### src/rtl/p405s_dcu_plb_pkg.sv
// rtl/p405s_dcu_plb_pkg.sv - shared types and helpers for the DCU PLB write-data buffer
//
// Purpose: transfer FSM state type, byte width, load-source select codes and
// the per-byte odd-parity helper used when DCU_PLBWR_PARITY_EN is defined.
// Ports: none (package).

package p405s_dcu_plb_pkg;

  typedef enum logic [1:0] {
    IDLE = 2'd0,
    FILL = 2'd1,
    XFER = 2'd2
  } wr_state_e;

  localparam int BYTE_W = 8;

  localparam logic SRC_FDR = 1'b0;
  localparam logic SRC_SDP = 1'b1;

  // Odd parity: the returned bit makes the total count of ones (byte + bit) odd.
  function automatic logic odd_par(input logic [BYTE_W-1:0] b);
    return ~^b;
  endfunction

endpackage

### src/rtl/p405s_dcu_plb_wr_lane.sv
// rtl/p405s_dcu_plb_wr_lane.sv - one byte lane of the write-buffer merge register
//
// Purpose: selects FDR or SDP byte (or the mirrored low-slot byte) and holds
// the previous merge value when the lane is not enabled.
// Ports:
//   i_cb, i_reset_l  clock / synchronous active-low reset
//   i_en             capture enable (beat accepted and byte enabled)
//   i_sel            source select (SRC_FDR / SRC_SDP)
//   i_mirror         take i_mirror_byte instead of the selected source
//   i_fdr, i_sdp     candidate source bytes
//   i_mirror_byte    next value of the matching byte in word slot 0
//   o_d              next merge value of this lane (pushed into the FIFO)

module p405s_dcu_plb_wr_lane
  import p405s_dcu_plb_pkg::*;
(
  input  logic              i_cb,
  input  logic              i_reset_l,
  input  logic              i_en,
  input  logic              i_sel,
  input  logic              i_mirror,
  input  logic [BYTE_W-1:0] i_fdr,
  input  logic [BYTE_W-1:0] i_sdp,
  input  logic [BYTE_W-1:0] i_mirror_byte,
  output logic [BYTE_W-1:0] o_d
);

  logic [BYTE_W-1:0] r_q;
  logic [BYTE_W-1:0] w_src;
  logic [BYTE_W-1:0] w_cap;

  always_comb begin
    w_src = i_fdr;
    case (i_sel)
      SRC_FDR: w_src = i_fdr;
      SRC_SDP: w_src = i_sdp;
    endcase
    w_cap = i_mirror ? i_mirror_byte : w_src;
    o_d   = i_en ? w_cap : r_q;
  end

  always_ff @(posedge i_cb) begin
    if (!i_reset_l) begin
      r_q <= '0;
    end else begin
      r_q <= o_d;
    end
  end

endmodule

### src/rtl/p405s_dcu_plb_wr_buf.sv
// rtl/p405s_dcu_plb_wr_buf.sv - DCU PLB write-data buffer: byte-merge register feeding a beat FIFO
//
// Purpose: merges FDR line data or replicated SDP store data per byte into a
// merge register, pushes each accepted beat into a DEPTH-entry FIFO on the
// same edge, and presents the FIFO head to the PLB until write-data ack.
// Optional feature macro: DCU_PLBWR_PARITY_EN (per-byte odd parity stored
// with each beat, checked against plbParChk on ack, sticky DCU_wrParErr).
// Ports:
//   CB, resetL                  clock / synchronous active-low reset
//   ldValid/ldReady             load handshake
//   ldSel, ldMirror, ldByteEn   source select, low-slot mirror, byte capture enables
//   ldLast                      final beat of transfer
//   FDR_L2mux, SDP_dataL2       line data / store data
//   plbWrDAck, plbWrAbort       PLB head-beat ack / transfer abort
//   DCU_plbDBus, DCU_plbBE      head beat data / byte enables
//   DCU_plbWrReq                head beat valid
//   DCU_wrBufCnt                occupied entries
//   plbParChk, DCU_plbDBusPar, DCU_wrParErr   parity build only

module p405s_dcu_plb_wr_buf
  import p405s_dcu_plb_pkg::*;
#(
  parameter int DATA_W = 64,
  parameter int SDP_W  = 32,
  parameter int DEPTH  = 4
) (
  input  logic                     CB,
  input  logic                     resetL,
  input  logic                     ldValid,
  output logic                     ldReady,
  input  logic                     ldSel,
  input  logic                     ldMirror,
  input  logic [DATA_W/8-1:0]      ldByteEn,
  input  logic                     ldLast,
  input  logic [DATA_W-1:0]        FDR_L2mux,
  input  logic [SDP_W-1:0]         SDP_dataL2,
  input  logic                     plbWrDAck,
  input  logic                     plbWrAbort,
`ifdef DCU_PLBWR_PARITY_EN
  input  logic [DATA_W/8-1:0]      plbParChk,
  output logic [DATA_W/8-1:0]      DCU_plbDBusPar,
  output logic                     DCU_wrParErr,
`endif
  output logic [DATA_W-1:0]        DCU_plbDBus,
  output logic [DATA_W/8-1:0]      DCU_plbBE,
  output logic                     DCU_plbWrReq,
  output logic [$clog2(DEPTH):0]   DCU_wrBufCnt
);

  localparam int NB  = DATA_W / BYTE_W;
  localparam int BPS = SDP_W / BYTE_W;
  localparam int PW  = $clog2(DEPTH);
  localparam int CW  = PW + 1;

  wr_state_e         r_state;
  wr_state_e         w_state_nxt;
  logic [PW-1:0]     r_wr_ptr;
  logic [PW-1:0]     r_rd_ptr;
  logic [CW-1:0]     r_count;
  logic [DATA_W-1:0] r_mem_data [DEPTH];
  logic [NB-1:0]     r_mem_be   [DEPTH];

  logic              w_full;
  logic              w_wrreq;
  logic              w_ack;
  logic              w_accept;
  logic [SDP_W-1:0]        w_d_lo;
  logic [DATA_W-SDP_W-1:0] w_d_hi;
  logic [DATA_W-1:0]       w_push_data;

  assign w_full  = (r_count == CW'(DEPTH));
  assign w_wrreq = (r_count != '0) && (r_state != IDLE);
  assign w_ack   = plbWrDAck && w_wrreq && !plbWrAbort;

  // A full buffer still takes a beat when the head is being acked in the
  // same cycle, so the ack path feeds ldReady combinationally.
  assign ldReady  = (r_state != XFER) && (!w_full || (plbWrDAck && w_wrreq));
  assign w_accept = ldValid && ldReady && !plbWrAbort;

  // Slot-0 lanes produce w_d_lo; higher lanes read it for mirroring. Keeping
  // the two halves in separate nets keeps the mirror path acyclic.
  for (genvar gi = 0; gi < NB; gi++) begin : g_lane
    logic [BYTE_W-1:0] w_mir_byte;
    logic              w_mir_en;
    logic [BYTE_W-1:0] w_d;

    if (gi < BPS) begin : g_lo
      assign w_mir_byte = '0;
      assign w_mir_en   = 1'b0;
      assign w_d_lo[gi*BYTE_W +: BYTE_W] = w_d;
    end else begin : g_hi
      assign w_mir_byte = w_d_lo[(gi % BPS)*BYTE_W +: BYTE_W];
      assign w_mir_en   = ldMirror;
      assign w_d_hi[(gi-BPS)*BYTE_W +: BYTE_W] = w_d;
    end

    p405s_dcu_plb_wr_lane u_lane (
      .i_cb          (CB),
      .i_reset_l     (resetL),
      .i_en          (w_accept && ldByteEn[gi]),
      .i_sel         (ldSel),
      .i_mirror      (w_mir_en),
      .i_fdr         (FDR_L2mux[gi*BYTE_W +: BYTE_W]),
      .i_sdp         (SDP_dataL2[(gi % BPS)*BYTE_W +: BYTE_W]),
      .i_mirror_byte (w_mir_byte),
      .o_d           (w_d)
    );
  end

  assign w_push_data = {w_d_hi, w_d_lo};

  always_comb begin
    w_state_nxt = r_state;
    case (r_state)
      IDLE: if (w_accept) w_state_nxt = ldLast ? XFER : FILL;
      FILL: if (w_accept && ldLast) w_state_nxt = XFER;
      XFER: if (w_ack && (r_count == CW'(1))) w_state_nxt = IDLE;
      default: w_state_nxt = IDLE;
    endcase
    if (plbWrAbort) w_state_nxt = IDLE;
  end

  always_ff @(posedge CB) begin
    if (!resetL) begin
      r_state  <= IDLE;
      r_wr_ptr <= '0;
      r_rd_ptr <= '0;
      r_count  <= '0;
    end else if (plbWrAbort) begin
      r_state  <= IDLE;
      r_wr_ptr <= '0;
      r_rd_ptr <= '0;
      r_count  <= '0;
    end else begin
      r_state <= w_state_nxt;
      if (w_accept) r_wr_ptr <= r_wr_ptr + PW'(1);
      if (w_ack)    r_rd_ptr <= r_rd_ptr + PW'(1);
      r_count <= r_count + CW'(w_accept) - CW'(w_ack);
    end
  end

  always_ff @(posedge CB) begin
    if (w_accept) begin
      r_mem_data[r_wr_ptr] <= w_push_data;
      r_mem_be[r_wr_ptr]   <= ldByteEn;
    end
  end

  // Outputs read zero whenever nothing is pending, which also gives the
  // cleared DBus/BE after reset or abort.
  assign DCU_plbDBus  = w_wrreq ? r_mem_data[r_rd_ptr] : '0;
  assign DCU_plbBE    = w_wrreq ? r_mem_be[r_rd_ptr]   : '0;
  assign DCU_plbWrReq = w_wrreq;
  assign DCU_wrBufCnt = r_count;

`ifdef DCU_PLBWR_PARITY_EN
  logic [NB-1:0] r_mem_par [DEPTH];
  logic [NB-1:0] w_push_par;
  logic          r_par_err;

  always_comb begin
    w_push_par = '0;
    for (int i = 0; i < NB; i++) begin
      w_push_par[i] = odd_par(w_push_data[i*BYTE_W +: BYTE_W]);
    end
  end

  always_ff @(posedge CB) begin
    if (w_accept) r_mem_par[r_wr_ptr] <= w_push_par;
  end

  // Checked only when the PLB actually takes the head beat; sticky until reset.
  always_ff @(posedge CB) begin
    if (!resetL) begin
      r_par_err <= 1'b0;
    end else if (w_ack && (plbParChk != r_mem_par[r_rd_ptr])) begin
      r_par_err <= 1'b1;
    end
  end

  assign DCU_plbDBusPar = w_wrreq ? r_mem_par[r_rd_ptr] : '0;
  assign DCU_wrParErr   = r_par_err;
`endif

endmodule

### config.mk
export PLATFORM = sky130hd
export DESIGN_NAME = p405s_dcu_plb_wr_buf
export DESIGN_NICKNAME = d
export VERILOG_FILES = /design/src/rtl/p405s_dcu_plb_pkg.sv /design/src/rtl/p405s_dcu_plb_wr_lane.sv /design/src/rtl/p405s_dcu_plb_wr_buf.sv
export SDC_FILE = /design/constraint.sdc
export NUM_CORES = 1
export LEC_CHECK = 0
export ABC_AREA = 1
export BUFFER_PORTS_ARGS = -buffer_cell sky130_fd_sc_hd__buf_2
export CORE_MARGIN = 2
export CORE_UTILIZATION = 30
export CTS_BUF_LIST = sky130_fd_sc_hd__clkbuf_2
export DETAILED_ROUTE_END_ITERATION = 10
export PLACE_DENSITY = 0.49
export SLEW_MARGIN = 15
export SYNTH_ARGS = -nofsm -noshare
export SYNTH_HDL_FRONTEND = slang
export SYNTH_SLANG_ARGS = --single-unit
### constraint.sdc
create_clock -name CB -period 4.92 [get_ports CB]
set_clock_uncertainty 0.1 [all_clocks]
set_input_delay 0.492 -clock CB [delete_from_list [all_inputs] [get_ports CB]]
set_output_delay 0.492 -clock CB [all_outputs]
set_load 0.02 [all_outputs]
==> impl_table.tex, run 1 <==
\begin{tabular}{lr}
\hline
Metric & Value \\
\hline
\multicolumn{2}{l}{\textbf{Synth}} \\
Synth Net Count & 1614 \\
Cell type contributing the most total cell area after synthesis & sky130\_fd\_sc\_hd\_\_edfxtp\_1 \\
Async set or reset register ratio after synthesis & 0\% \\
EDFF count, synth & 288 \\
Main synth FF type & sky130\_fd\_sc\_hd\_\_edfxtp\_1 \\
Top cells by area, synth & sky130\_fd\_sc\_hd\_\_edfxtp\_1, sky130\_fd\_sc\_hd\_\_dfxtp\_1, sky130\_fd\_sc\_hd\_\_nor2\_1, sky130\_fd\_sc\_hd\_\_nand2\_1, sky130\_fd\_sc\_hd\_\_a21oi\_1 \\
Synthesized area divided by synthesized cell count & 10.2 sq um \\
Instance count of the mapped netlist & 1495 \\
Share of synthesized area occupied by flip-flops and latches & 66.4\% \\
FF+latch count, synth & 363 \\
Library cell with the highest instance count after synthesis & sky130\_fd\_sc\_hd\_\_nor2\_1 \\
Top post-synthesis cells by count & sky130\_fd\_sc\_hd\_\_nor2\_1, sky130\_fd\_sc\_hd\_\_edfxtp\_1, sky130\_fd\_sc\_hd\_\_nand2\_1 \\
Number of warnings printed during yosys synthesis & 0 \\
Total standard cell area after synthesis & 15300 sq um \\
Fraction of synthesized cell area taken by the top area cell type & 56.6\% \\
Number of distinct standard cells referenced by the synthesized netlist & 26 \\
\multicolumn{2}{l}{\textbf{Run status}} \\
Status & complete, no violations \\
\multicolumn{2}{l}{\textbf{Floorplanning}} \\
Die span in y & 230 um \\
Chip width & 230 um \\
\# rows & 82 \\
Area inside the core boundary & 50300 sq um \\
I/O pin count & 189 \\
Effective utilization at floorplan & 30.4\% \\
DIE AREA & 52800 sq um \\
\multicolumn{2}{l}{\textbf{Worst setup path}} \\
Max incr delay on CP & 0.57 ns \\
Worst Setup End Kind & register \\
Ordered list of cells on the worst path & nor2\_1 -> nand2\_1 -> nand3\_2 -> a21oi\_4 -> buf\_4 -> nand3\_4 -> a21oi\_1 -> dlygate4sd3\_1 -> nand2\_1 -> dlygate4sd3\_1 -> a21oi\_1 -> dlygate4sd3\_1 \\
Cell type with the highest occurrence count on the critical path & sky130\_fd\_sc\_hd\_\_dlygate4sd3\_1 \\
Worst Path Class, Setup & reg -> reg \\
Maximum net fanout on the critical path & 38 \\
Critical path depth in cells & 12 \\
FF-to-FF path depth & 12 \\
Cell class contributing the biggest share of worst-path delay & buffers and inverters \\
Critical path buffers and inverters & 4 \\
CP Launch Type & register \\
Endpoint arrival time on the critical path & 4.86 ns \\
Critical path data required time & 5.82 ns \\
CP max stage cell & sky130\_fd\_sc\_hd\_\_dlygate4sd3\_1 \\
\multicolumn{2}{l}{\textbf{Detailed routing}} \\
Antenna-violating nets left & 0 \\
Number of remaining DRC errors & 0 \\
Number of vias in the routed layout & 12800 \\
Vias per cell & 4.72 \\
Drt pass-1 iters & 5 \\
Total wire length & 50.3 mm \\
First DRT Iteration DRCs & 841 \\
WL/cell & 18.6 um \\
\multicolumn{2}{l}{\textbf{Hold path}} \\
Worst hold-check path type & in -> reg \\
Worst Hold Depth & 2 \\
\multicolumn{2}{l}{\textbf{Finish}} \\
Share of post-route cells with drive strength above 1 & 19.0\% \\
Number of fill cells in the layout & 4987 \\
Final layout net count & 2077 \\
Area growth from synthesis to final layout & 32.6\% \\
Cell area after layout & 20300 sq um \\
Final Instance Count excl. Fillers & 2710 \\
\multicolumn{2}{l}{\textbf{Clock tree}} \\
Num CTS Buffers & 96 \\
Clk pin slew, worst setup/hold paths & 0.10 ns \\
Cells resized by post-CTS repair & 0 \\
Max Buffers Root-to-Sink & 3 \\
Root Driver & sky130\_fd\_sc\_hd\_\_clkbuf\_2 \\
Clock insertion delay at the later pin of the skew report & 1.07 ns \\
TritonCTS clock tree & built \\
H-tree Lvls & 3 \\
Clock sink total & 363 \\
\multicolumn{2}{l}{\textbf{Place}} \\
Final HPWL DP & 28.2 mm \\
Port Buf Inserts & 188 \\
Routability congestion estimate from global placement & 0.798 \\
Number of cells in the design after placement & 2281 \\
Area post-placement & 16900 sq um \\
\multicolumn{2}{l}{\textbf{Timing}} \\
Number of hold-slack violations in the final timing report & 0 \\
Crit share post-route & 80.6\% \\
Maximum clock frequency & 0.252 GHz \\
Setup-failing EPs final & 0 \\
Setup TNS & 0 ns \\
Count of final max-slew check failures & 0 \\
Transition time at the pin with the least slew margin & 1.12 ns \\
Setup repair after global routing missed its margin & no \\
Headroom to the max-slew limit & 25.4\% \\
Final min period & 3.97 ns \\
\multicolumn{2}{l}{\textbf{Pwr}} \\
Worst-case vdd ir drop & 0.106 mV \\
Areal power density over the cells & 294 nW/um\^{}2 \\
Leakage & 8.33 nW \\
\multicolumn{2}{l}{\textbf{Global route}} \\
Vias in the first global route & 13000 \\
Number of antenna violations at the first check in global routing & 1 \\
Pin count of the biggest net entering global routing & 99 \\
Wire length of the first global-routing pass & 75.6 mm \\
Grt ovf & 0 \\
GRT Resource Usage Total & 19.0\% \\
\multicolumn{2}{l}{\textbf{Run}} \\
Maxcap violations & 0 \\
\hline
\end{tabular}
[layer usage]
metal / vias to the layer above / track usage (%) / part of all wire, % / routed length [um]
li1: 6197 / - / - / -
met1: 6173 / 24.9 / 46 / 23000
met2: 360 / 31.1 / 47 / 23800
met3: 73 / 3.81 / 4.8 / 2440
met4: 0 / 7.28 / 2.2 / 1120
met5: - / 0 / 0 / 0
[layout by cell type, fill, tap and decap left out, types with 2 or more instances in the layout]
| cell | synthesis | routed |
|---|---|---|
| sky130_fd_sc_hd__o21ai_0 | 149 | 149 |
| sky130_fd_sc_hd__dlygate4sd3_1 | 0 | 251 |
| sky130_fd_sc_hd__clkinv_2 | 0 | 7 |
| sky130_fd_sc_hd__inv_1 | 22 | 21 |
| sky130_fd_sc_hd__a21oi_1 | 171 | 171 |
| sky130_fd_sc_hd__nand3_4 | 2 | 2 |
| sky130_fd_sc_hd__diode_2 | 0 | 2 |
| sky130_fd_sc_hd__a21oi_2 | 4 | 4 |
| sky130_fd_sc_hd__clkbuf_2 | 0 | 145 |
| sky130_fd_sc_hd__buf_2 | 10 | 188 |
| sky130_fd_sc_hd__nand4_1 | 36 | 36 |
| sky130_fd_sc_hd__nand3_2 | 3 | 3 |
| sky130_fd_sc_hd__nor2_1 | 301 | 297 |
| sky130_fd_sc_hd__inv_2 | 4 | 5 |
| sky130_fd_sc_hd__dfxtp_1 | 75 | 73 |
| sky130_fd_sc_hd__ha_1 | 6 | 6 |
| sky130_fd_sc_hd__a21boi_0 | 32 | 32 |
| sky130_fd_sc_hd__nand2_1 | 265 | 265 |
| sky130_fd_sc_hd__nor2_4 | 1 | 5 |
| sky130_fd_sc_hd__nand3_1 | 36 | 36 |
| sky130_fd_sc_hd__edfxtp_1 | 288 | 288 |
| sky130_fd_sc_hd__clkinv_1 | 0 | 23 |
| sky130_fd_sc_hd__buf_4 | 0 | 14 |
| sky130_fd_sc_hd__or2_2 | 2 | 2 |
| sky130_fd_sc_hd__buf_12 | 0 | 5 |
[report_power, final]
part	leakage (nW)	total, mW	internal [mW]	switching, mW
Combinational	4.36	0.522	0.230	0.292
Clock	0.670	2.06	0.786	1.27
Sequential	3.31	3.38	3.37	0.0141
[path summary, 6_finish.rpt]
path	from	end	slack [ns]
hold reg to reg	r_rd_ptr[1]	register	0.40
hold / removal	ldByteEn[6]	r_mem_be[0][6]	0.25
setup reg to reg	DCU_wrBufCnt[1]	g_lane[6].u_lane.r_q[0]	0.95
setup / recovery	DCU_wrBufCnt[1]	g_lane[6].u_lane.r_q[0]	0.95
[state kept, by name (all words and copies together) (netlist names), named ones only]
signal             flops
r_mem_data           256
r_mem_be              32
g_lane.u_lane.r_q     64
r_state                2
r_wr_ptr               2
DCU_wrBufCnt           3
r_rd_ptr               2
[through the flow]
step                power, mW  setup slack, ns  util, %  hold WS, ns
finish                   5.97            0.955     40.3        0.246
CTS                      6.05            0.700     40.3       0.0821
detailed placement       3.83             1.81     33.6        0.364
floorplan                3.67           0.0413        -        0.351
global route             6.27            0.664     40.3        0.170
global placement         3.83             1.74     33.6        0.360
[timing repair]
action,in CTS,in global routing
hold endpoints to repair,332,0
hold buffers,251,0
buffers inserted,0,0
[cells by family (layout without fill, tap and decap cells)]
group / Yosys count / after routing / synth area share [%]
other cells: 0 / 2 / 0
flops: 363 / 363 / 66.4
buf+inv: 119 / 660 / 3.30
compound gates: 358 / 358 / 12.4
fa+ha+maj: 7 / 7 / 0.622
simple gates: 648 / 648 / 17.2
[final cells by class]
type / instances / area [sq um] / share of cell area, %
tap: 672 / 841 / 4.15
timing repair buffer: 458 / 3660 / 18.0
antenna: 2 / 5.00 / 0.0247
multi-input combinational: 1013 / 4660 / 23.0
clock buffer: 145 / 726 / 3.58
sequential: 363 / 10200 / 50.1
clock inverter: 31 / 124 / 0.611
inverter: 26 / 101 / 0.500
Note: power is estimated with default switching activity, not from simulation.
==> run 2, diff against run 1 <==
--- a/config.mk
+++ b/config.mk
@@ -5,7 +5,7 @@
 export SDC_FILE = /design/constraint.sdc
 export NUM_CORES = 1
 export LEC_CHECK = 0
-export ABC_AREA = 1
+export ABC_AREA = 0
 export BUFFER_PORTS_ARGS = -buffer_cell sky130_fd_sc_hd__buf_2
 export CORE_MARGIN = 2
 export CORE_UTILIZATION = 30
==> constraint.sdc (replaced) <==
create_clock -name CB -period 3.51 [get_ports CB]
set_clock_uncertainty 0.1 [all_clocks]
set_input_delay 0.351 -clock CB [delete_from_list [all_inputs] [get_ports CB]]
set_output_delay 0.351 -clock CB [all_outputs]
set_load 0.02 [all_outputs]
==> impl_table.tex, run 2 <==
\begin{tabular}{lr}
\hline
Metric & Value \\
\hline
\multicolumn{2}{l}{\textbf{Synth}} \\
Number of distinct standard cells referenced by the synthesized netlist & 41 (+58\%) \\
Total standard cell area after synthesis & 16200 sq um (+6.1\%) \\
Synthesized area divided by synthesized cell count & 15.3 sq um (+50\%) \\
Cell type contributing the most total cell area after synthesis & sky130\_fd\_sc\_hd\_\_edfxtp\_1 \\
EDFF count, synth & 288 (unchanged) \\
Synth Net Count & 1179 (-27\%) \\
Fraction of synthesized cell area taken by the top area cell type & 53.3\% (-3.3 points) \\
Number of warnings printed during yosys synthesis & 0 (unchanged) \\
Share of synthesized area occupied by flip-flops and latches & 62.6\% (-3.8 points) \\
Top cells by area, synth & sky130\_fd\_sc\_hd\_\_edfxtp\_1, sky130\_fd\_sc\_hd\_\_mux4\_2, sky130\_fd\_sc\_hd\_\_dfxtp\_1, sky130\_fd\_sc\_hd\_\_nor2b\_1, sky130\_fd\_sc\_hd\_\_nand2\_1 \\
FF+latch count, synth & 363 (unchanged) \\
Main synth FF type & sky130\_fd\_sc\_hd\_\_edfxtp\_1 \\
Instance count of the mapped netlist & 1060 (-29\%) \\
Top post-synthesis cells by count & sky130\_fd\_sc\_hd\_\_edfxtp\_1, sky130\_fd\_sc\_hd\_\_nor2b\_1, sky130\_fd\_sc\_hd\_\_nand2\_1 \\
Library cell with the highest instance count after synthesis & sky130\_fd\_sc\_hd\_\_edfxtp\_1 \\
Async set or reset register ratio after synthesis & 0\% (unchanged) \\
\multicolumn{2}{l}{\textbf{Floorplanning}} \\
DIE AREA & 55900 sq um (+6.0\%) \\
Effective utilization at floorplan & 30.3\% (-0.15 points) \\
I/O pin count & 189 (unchanged) \\
Chip width & 237 um (+3.0\%) \\
\# rows & 85 (+3.7\%) \\
Area inside the core boundary & 53600 sq um (+6.6\%) \\
Die span in y & 237 um (+3.0\%) \\
\multicolumn{2}{l}{\textbf{Place}} \\
Port Buf Inserts & 188 (unchanged) \\
Final HPWL DP & 28.2 mm (+0.11\%) \\
Routability congestion estimate from global placement & 0.725 (-9.2\%) \\
Area post-placement & 18000 sq um (+6.2\%) \\
\multicolumn{2}{l}{\textbf{Detailed routing}} \\
Total wire length & 44.4 mm (-12\%) \\
Number of vias in the routed layout & 10600 (-17\%) \\
First DRT Iteration DRCs & 489 (-42\%) \\
Number of remaining DRC errors & 0 (unchanged) \\
Sum of met3 wire segment lengths after detailed routing & 1.94 mm (-20\%) \\
Drt pass-1 iters & 5 (unchanged) \\
WL/cell & 19.8 um (+6.4\%) \\
Antenna-violating nets left & 0 (unchanged) \\
Vias per cell & 4.71 (-0.25\%) \\
Top Metal Used & met5 \\
Routed wl met2 & 21.4 mm (-10\%) \\
Met1 Routed Length & 20.2 mm (-12\%) \\
\multicolumn{2}{l}{\textbf{Finish}} \\
Max FFs per register & 256 (unchanged) \\
Share of post-route cells with drive strength above 1 & 32.0\% (+13 points) \\
Registers with the most flip-flops & r\_mem\_data: 256 flops, g\_lane.u\_lane.r\_q: 64 flops, r\_mem\_be: 32 flops \\
Utilization after layout & 38.5\% (-1.8 points) \\
Register ranked first by flip-flop count & r\_mem\_data \\
Most common cell after layout, fill and taps aside & sky130\_fd\_sc\_hd\_\_edfxtp\_1 \\
Commonest cells after routing, fill and taps aside & sky130\_fd\_sc\_hd\_\_edfxtp\_1, sky130\_fd\_sc\_hd\_\_buf\_2, sky130\_fd\_sc\_hd\_\_dlygate4sd3\_1 \\
Cell area after layout & 20600 sq um (+1.8\%) \\
Area growth from synthesis to final layout & 27.3\% \\
Final layout net count & 1593 (-23\%) \\
Number of fill cells in the layout & 5252 (+5.3\%) \\
\multicolumn{2}{l}{\textbf{Hold path}} \\
Worst hold-check path type & in -> reg \\
Hold Path Sink & g\_lane[5].u\_lane.r\_q[4] \\
Startpoint of the tightest hold check path & ldMirror \\
Worst Hold Depth & 3 (+1) \\
\multicolumn{2}{l}{\textbf{Clock tree}} \\
Clock insertion delay at the later pin of the skew report & 0.94 ns (-0.13 ns) \\
Max Buffers Root-to-Sink & 3 (unchanged) \\
Root Driver & sky130\_fd\_sc\_hd\_\_clkbuf\_2 \\
TritonCTS clock tree & built \\
Clock sink total & 363 (unchanged) \\
Num CTS Buffers & 95 (-1.0\%) \\
H-tree Lvls & 3 (unchanged) \\
Clk pin slew, worst setup/hold paths & 0.10 ns (about the same) \\
\multicolumn{2}{l}{\textbf{Worst setup path}} \\
Endpoint arrival time on the critical path & 4.10 ns (-0.76 ns) \\
FF-to-FF path depth & 8 (-4) \\
Worst Path Class, Setup & reg -> reg \\
R2r endpoint & g\_lane[3].u\_lane.r\_q[6] \\
RR Startpoint & DCU\_wrBufCnt[2] \\
CP max stage cell & sky130\_fd\_sc\_hd\_\_dlygate4sd3\_1 \\
Slack of the worst reg-to-reg path & 0.17 ns (-0.78 ns) \\
Critical path data required time & 4.27 ns (-1.55 ns) \\
Cell type with the highest occurrence count on the critical path & sky130\_fd\_sc\_hd\_\_dlygate4sd3\_1 \\
Max incr delay on CP & 0.60 ns (+0.03 ns) \\
Worst Setup End Kind & register \\
Ordered list of cells on the worst path & or4b\_1 -> and3b\_4 -> buf\_12 -> nand3\_4 -> nand3b\_1 -> dlygate4sd3\_1 -> and3b\_1 -> dlygate4sd3\_1 \\
Maximum net fanout on the critical path & 32 (-16\%) \\
CP Launch Type & register \\
\multicolumn{2}{l}{\textbf{Pwr}} \\
Leakage & 7.70 nW (-7.6\%) \\
Overall Power & 8.47 mW (+42\%) \\
Worst-case vdd ir drop & 0.163 mV (+54\%) \\
Areal power density over the cells & 410 nW/um\^{}2 (+39\%) \\
\multicolumn{2}{l}{\textbf{Timing}} \\
Maximum clock frequency & 0.300 GHz (+19\%) \\
Count of final max-slew check failures & 0 (unchanged) \\
Number of hold-slack violations in the final timing report & 0 (unchanged) \\
Transition time at the pin with the least slew margin & 0.627 ns (-0.493 ns) \\
Final min period & 3.34 ns (-0.628 ns) \\
Crit share post-route & 95.1\% (+14 points) \\
Setup repair after global routing missed its margin & no \\
Post-route worst hold slack & 0.144 ns (-0.103 ns) \\
Setup TNS & 0 ns (unchanged) \\
Setup-failing EPs final & 0 (unchanged) \\
Headroom to the max-slew limit & 58.2\% (+33 points) \\
\multicolumn{2}{l}{\textbf{Run status}} \\
Status & complete, no violations \\
\multicolumn{2}{l}{\textbf{Run}} \\
Maxcap violations & 0 (unchanged) \\
\multicolumn{2}{l}{\textbf{Global route}} \\
Vias in the first global route & 11300 (-13\%) \\
Pin count of the biggest net entering global routing & 74 (-25\%) \\
Grt ovf & 0 (unchanged) \\
Number of antenna violations at the first check in global routing & 4 (+3) \\
GRT Resource Usage Total & 16.0\% (-3.1 points) \\
Wire length of the first global-routing pass & 67.4 mm (-11\%) \\
\hline
\end{tabular}
run 2: kinds of logic after synthesis:
logic type | Yosys count | synth area share [%]
AOI/OAI and AO/OA | 134 | 8.38
xor gates and xnor gates | 5 | 0.270
adders and majority gates | 7 | 0.586
buffers and inverters | 114 | 3.57
DFF | 363 | 62.6
muxes | 104 | 12.0
and+or+nand+nor | 333 | 12.6
run 2: layout make-up:
type	count	area (sq um)	share of cell area [%]
clock buffer	148	741	3.59
clock inverter	24	121	0.588
multi-input combinational	583	5530	26.8
antenna	2	5.00	0.0242
inverter	38	143	0.691
timing repair buffer	393	3070	14.9
tap	696	871	4.22
sequential	363	10200	49.2
run 2: what timing repair did:
action	in CTS	in global routing
hold endpoints to repair	363	0
gates resized for setup	1	2
setup buffers	3	0
hold buffers	176	0
setup endpoints to repair	15	6
run 2: worst max-delay path by stage:
| stage | startpoint | end | slack, ns | cells after the start |
|---|---|---|---|---|
| after global routing | DCU_wrBufCnt[2] | g_lane[2].u_lane.r_q[4] | 0.03 | 8 |
| after CTS | register | DCU_plbDBus[24] | 0.09 | 4 |
| after global placement | DCU_wrBufCnt[1] | DCU_wrBufCnt[2] | 0.78 | 11 |
| after floorplan | DCU_wrBufCnt[1] | DCU_wrBufCnt[2] | 0.54 | 13 |
| after detailed placement | DCU_wrBufCnt[1] | DCU_wrBufCnt[2] | 0.75 | 11 |
| final | DCU_wrBufCnt[2] | g_lane[3].u_lane.r_q[6] | 0.17 | 8 |
run 2: critical path, delay by kind of cell, from the launching register on:
family,cells,cell delay [ns]
and+or+nand+nor,5,1.27
DFF,1,0.50
buffers and inverters,3,1.33
run 2: where the power goes:
| group | internal, mW | total [mW] | switching [mW] |
|---|---|---|---|
| registers | 4.74 | 4.78 | 0.0327 |
| clock network | 1.18 | 2.87 | 1.69 |
| logic | 0.403 | 0.822 | 0.419 |
| total | 6.33 | 8.47 | 2.14 |
run 2: metrics by stage:
stage	worst slack, ns	cells
6_report	0.172	2247
5_1_grt	0.0293	2246
4_1_cts	0.0906	2245
3_5_place_dp	0.748	1894
3_3_place_gp	0.777	1894
2_1_floorplan	0.545	1060
run 2: layer usage:
metal / up-vias / GRT usage, %
met5: - / 0
met4: 2 / 5.54
met3: 57 / 3.25
met2: 277 / 26.2
met1: 5321 / 21.0
li1: 4932 / -
==> run 3, diff against run 2 <==
--- a/config.mk
+++ b/config.mk
@@ -7,11 +7,12 @@
 export LEC_CHECK = 0
 export ABC_AREA = 0
 export BUFFER_PORTS_ARGS = -buffer_cell sky130_fd_sc_hd__buf_2
+export CAP_MARGIN = 15
 export CORE_MARGIN = 2
 export CORE_UTILIZATION = 30
 export CTS_BUF_LIST = sky130_fd_sc_hd__clkbuf_2
 export DETAILED_ROUTE_END_ITERATION = 10
-export PLACE_DENSITY = 0.49
+export PLACE_DENSITY = 0.48
 export SLEW_MARGIN = 15
 export SYNTH_ARGS = -nofsm -noshare
 export SYNTH_HDL_FRONTEND = slang
==> constraint.sdc (replaced) <==
create_clock -name CB -period 3.2 [get_ports CB]
set_clock_uncertainty 0.1 [all_clocks]
set_input_delay 0.32 -clock CB [delete_from_list [all_inputs] [get_ports CB]]
set_output_delay 0.32 -clock CB [all_outputs]
set_load 0.02 [all_outputs]
==> impl_table.tex, run 3 (synthesized netlist as in run 2, its figures left out) <==
\begin{tabular}{lr}
\hline
Metric & Value \\
\hline
\multicolumn{2}{l}{\textbf{Run status}} \\
Status & complete, no violations \\
\multicolumn{2}{l}{\textbf{Place}} \\
Port Buf Inserts & 188 (unchanged) \\
Routability congestion estimate from global placement & 0.728 (+0.33\%) \\
Final HPWL DP & 28.1 mm (-0.44\%) \\
DP Worst Slack & 0.453 ns (-0.295 ns) \\
Area post-placement & 18000 sq um (+0.35\%) \\
\multicolumn{2}{l}{\textbf{Timing}} \\
Fin worst setup slack & 0.0307 ns (-0.142 ns) \\
Count of final max-slew check failures & 0 (unchanged) \\
Number of hold-slack violations in the final timing report & 0 (unchanged) \\
Final min period & 3.17 ns (-0.168 ns) \\
Setup-failing EPs final & 0 (unchanged) \\
Setup repair after global routing missed its margin & yes \\
Transition time at the pin with the least slew margin & 0.750 ns (+0.123 ns) \\
Maximum clock frequency & 0.316 GHz (+5.3\%) \\
Crit share post-route & 99.0\% (+4.0 points) \\
Headroom to the max-slew limit & 50.0\% (-8.2 points) \\
\multicolumn{2}{l}{\textbf{Detailed routing}} \\
WL/cell & 20.6 um (+4.1\%) \\
Total wire length & 47.6 mm (+7.3\%) \\
Number of remaining DRC errors & 0 (unchanged) \\
First DRT Iteration DRCs & 621 (+27\%) \\
Vias per cell & 4.74 (+0.49\%) \\
Drt pass-1 iters & 5 (unchanged) \\
Number of vias in the routed layout & 11000 (+3.6\%) \\
Antenna-violating nets left & 0 (unchanged) \\
\multicolumn{2}{l}{\textbf{Worst setup path}} \\
Worst Path Class, Setup & reg -> reg \\
Endpoint arrival time on the critical path & 4.01 ns (-0.09 ns) \\
Ordered list of cells on the worst path & o32ai\_4 -> buf\_12 -> nor3b\_1 -> buf\_4 -> dlygate4sd3\_1 -> ha\_1 -> inv\_1 -> ha\_1 -> inv\_1 -> fa\_1 -> xor2\_1 -> xnor2\_1 -> nor2\_1 \\
Worst Setup End Kind & register \\
Critical path buffers and inverters & 5 (+2) \\
Max incr delay on CP & 0.61 ns (about the same) \\
CP Launch Type & register \\
Maximum net fanout on the critical path & 6 (-81\%) \\
CP max stage cell & sky130\_fd\_sc\_hd\_\_dlygate4sd3\_1 \\
Cell class contributing the biggest share of worst-path delay & buffers and inverters \\
Critical path data required time & 4.04 ns (-0.23 ns) \\
\multicolumn{2}{l}{\textbf{Clock tree}} \\
Clk pin slew, worst setup/hold paths & 0.10 ns (about the same) \\
Clock insertion delay at the later pin of the skew report & 1.06 ns (+0.12 ns) \\
Root Driver & sky130\_fd\_sc\_hd\_\_clkbuf\_2 \\
Max Buffers Root-to-Sink & 3 (unchanged) \\
H-tree Lvls & 3 (unchanged) \\
Clock sink total & 363 (unchanged) \\
TritonCTS clock tree & built \\
Num CTS Buffers & 95 (unchanged) \\
\multicolumn{2}{l}{\textbf{Finish}} \\
Area growth from synthesis to final layout & 34.0\% \\
Cell area after layout & 21700 sq um (+5.3\%) \\
Commonest cells after routing, fill and taps aside & sky130\_fd\_sc\_hd\_\_edfxtp\_1, sky130\_fd\_sc\_hd\_\_dlygate4sd3\_1, sky130\_fd\_sc\_hd\_\_buf\_2 \\
Final layout net count & 1657 (+4.0\%) \\
Registers with the most flip-flops & r\_mem\_data: 256 flops, g\_lane.u\_lane.r\_q: 64 flops, r\_mem\_be: 32 flops \\
Register ranked first by flip-flop count & r\_mem\_data \\
Most common cell after layout, fill and taps aside & sky130\_fd\_sc\_hd\_\_edfxtp\_1 \\
Share of post-route cells with drive strength above 1 & 33.4\% (+1.4 points) \\
Max FFs per register & 256 (unchanged) \\
\multicolumn{2}{l}{\textbf{Pwr}} \\
Leakage & 8.02 nW (+4.2\%) \\
Design internal power & 7.05 mW (+11\%) \\
Net Sw Power & 2.40 mW (+12\%) \\
Worst-case vdd ir drop & 0.198 mV (+22\%) \\
Portion of total power attributed to combinational logic & 10.1\% (+0.4 points) \\
Clock group share of total power & 34.4\% (+0.5 points) \\
Sequential Power Share & 55.4\% (-1.0 points) \\
Fraction of power spent switching nets & 25.4\% (+0.12 points) \\
Areal power density over the cells & 435 nW/um\^{}2 (+5.9\%) \\
\multicolumn{2}{l}{\textbf{Floorplanning}} \\
Effective utilization at floorplan & 30.3\% (unchanged) \\
DIE AREA & 55900 sq um (unchanged) \\
I/O pin count & 189 (unchanged) \\
Chip width & 237 um (unchanged) \\
\# rows & 85 (unchanged) \\
Area inside the core boundary & 53600 sq um (unchanged) \\
Die span in y & 237 um (unchanged) \\
\multicolumn{2}{l}{\textbf{Global route}} \\
Wire length of the first global-routing pass & 71.0 mm (+5.4\%) \\
Vias in the first global route & 11700 (+3.5\%) \\
Pin count of the biggest net entering global routing & 97 (+31\%) \\
Number of antenna violations at the first check in global routing & 6 (+2) \\
GRT Resource Usage Total & 17.1\% (+1.1 points) \\
Grt ovf & 0 (unchanged) \\
\multicolumn{2}{l}{\textbf{Run}} \\
Maxcap violations & 0 (unchanged) \\
\multicolumn{2}{l}{\textbf{Hold path}} \\
Worst hold-check path type & in -> reg \\
\hline
\end{tabular}
## run 3: power by group through the flow
stage | registers (mW) | logic (mW) | clock network [mW]
final | 5.24 | 0.955 | 3.25
after global routing | 5.25 | 1.04 | 3.63
after CTS | 5.24 | 0.957 | 3.42
after detailed placement | 5.35 | 0.735 | 0
after global placement | 5.35 | 0.732 | 0
after floorplan | 5.34 | 0.459 | 0
## run 3: cell type report
cell class / instances / area (sq um)
clock buffer: 157 / 786
fill: 5206 / 31900
antenna: 3 / 7.51
multi-input combinational: 583 / 5600
tap: 696 / 871
sequential: 363 / 10200
timing repair buffer: 457 / 4040
clock inverter: 20 / 106
inverter: 38 / 143
## run 3: stage by stage
stage               util, %  cells  TNS [ns]  hold slack (ns)  total power, mW
floorplan                 -   1060         0            0.319             5.80
global placement       33.6   1896         0            0.349             6.08
detailed placement     33.6   1896         0            0.354             6.08
CTS                    40.2   2310     -6.22          0.00336             9.62
global route           40.5   2317     -4.52            0.119             9.91
finish                 40.5   2317         0            0.151             9.45
## run 3: layer usage
metal / GRT usage [%] / wire length, um
met5: 0 / 13
met4: 6.52 / 1080
met2: 28.4 / 23200
met3: 3.10 / 2220
met1: 22.2 / 21100
## run 3: what timing repair did
action | in CTS | in global routing
endpoints found under the hold margin | 363 | 0
setup buffers | 9 | 2
resized for setup | 38 | 37
gates cloned | 6 | 2
hold buffers | 222 | 0
setup endpoints to repair | 73 | 111
## run 3: path summary, 6_finish.rpt
kind                                start                       to  depth (start not counted)  slack [ns]
setup reg to reg          DCU_wrBufCnt[2]          DCU_wrBufCnt[2]                         13        0.03
hold / removal                      ldSel  g_lane[4].u_lane.r_q[1]                          5        0.15
setup / recovery          DCU_wrBufCnt[2]          DCU_wrBufCnt[2]                         13        0.03
hold reg to reg   g_lane[4].u_lane.r_q[2]  g_lane[4].u_lane.r_q[2]                          2        0.36
## run 3: worst register-to-register path: cells and delay by family, from the launching register on
kind | cells | cell delay (ns)
flops | 1 | 0.37
xor+xnor | 2 | 0.32
fa+ha+maj | 3 | 0.83
simple gates | 2 | 0.10
compound gates | 1 | 0.31
buf+inv | 5 | 1.02
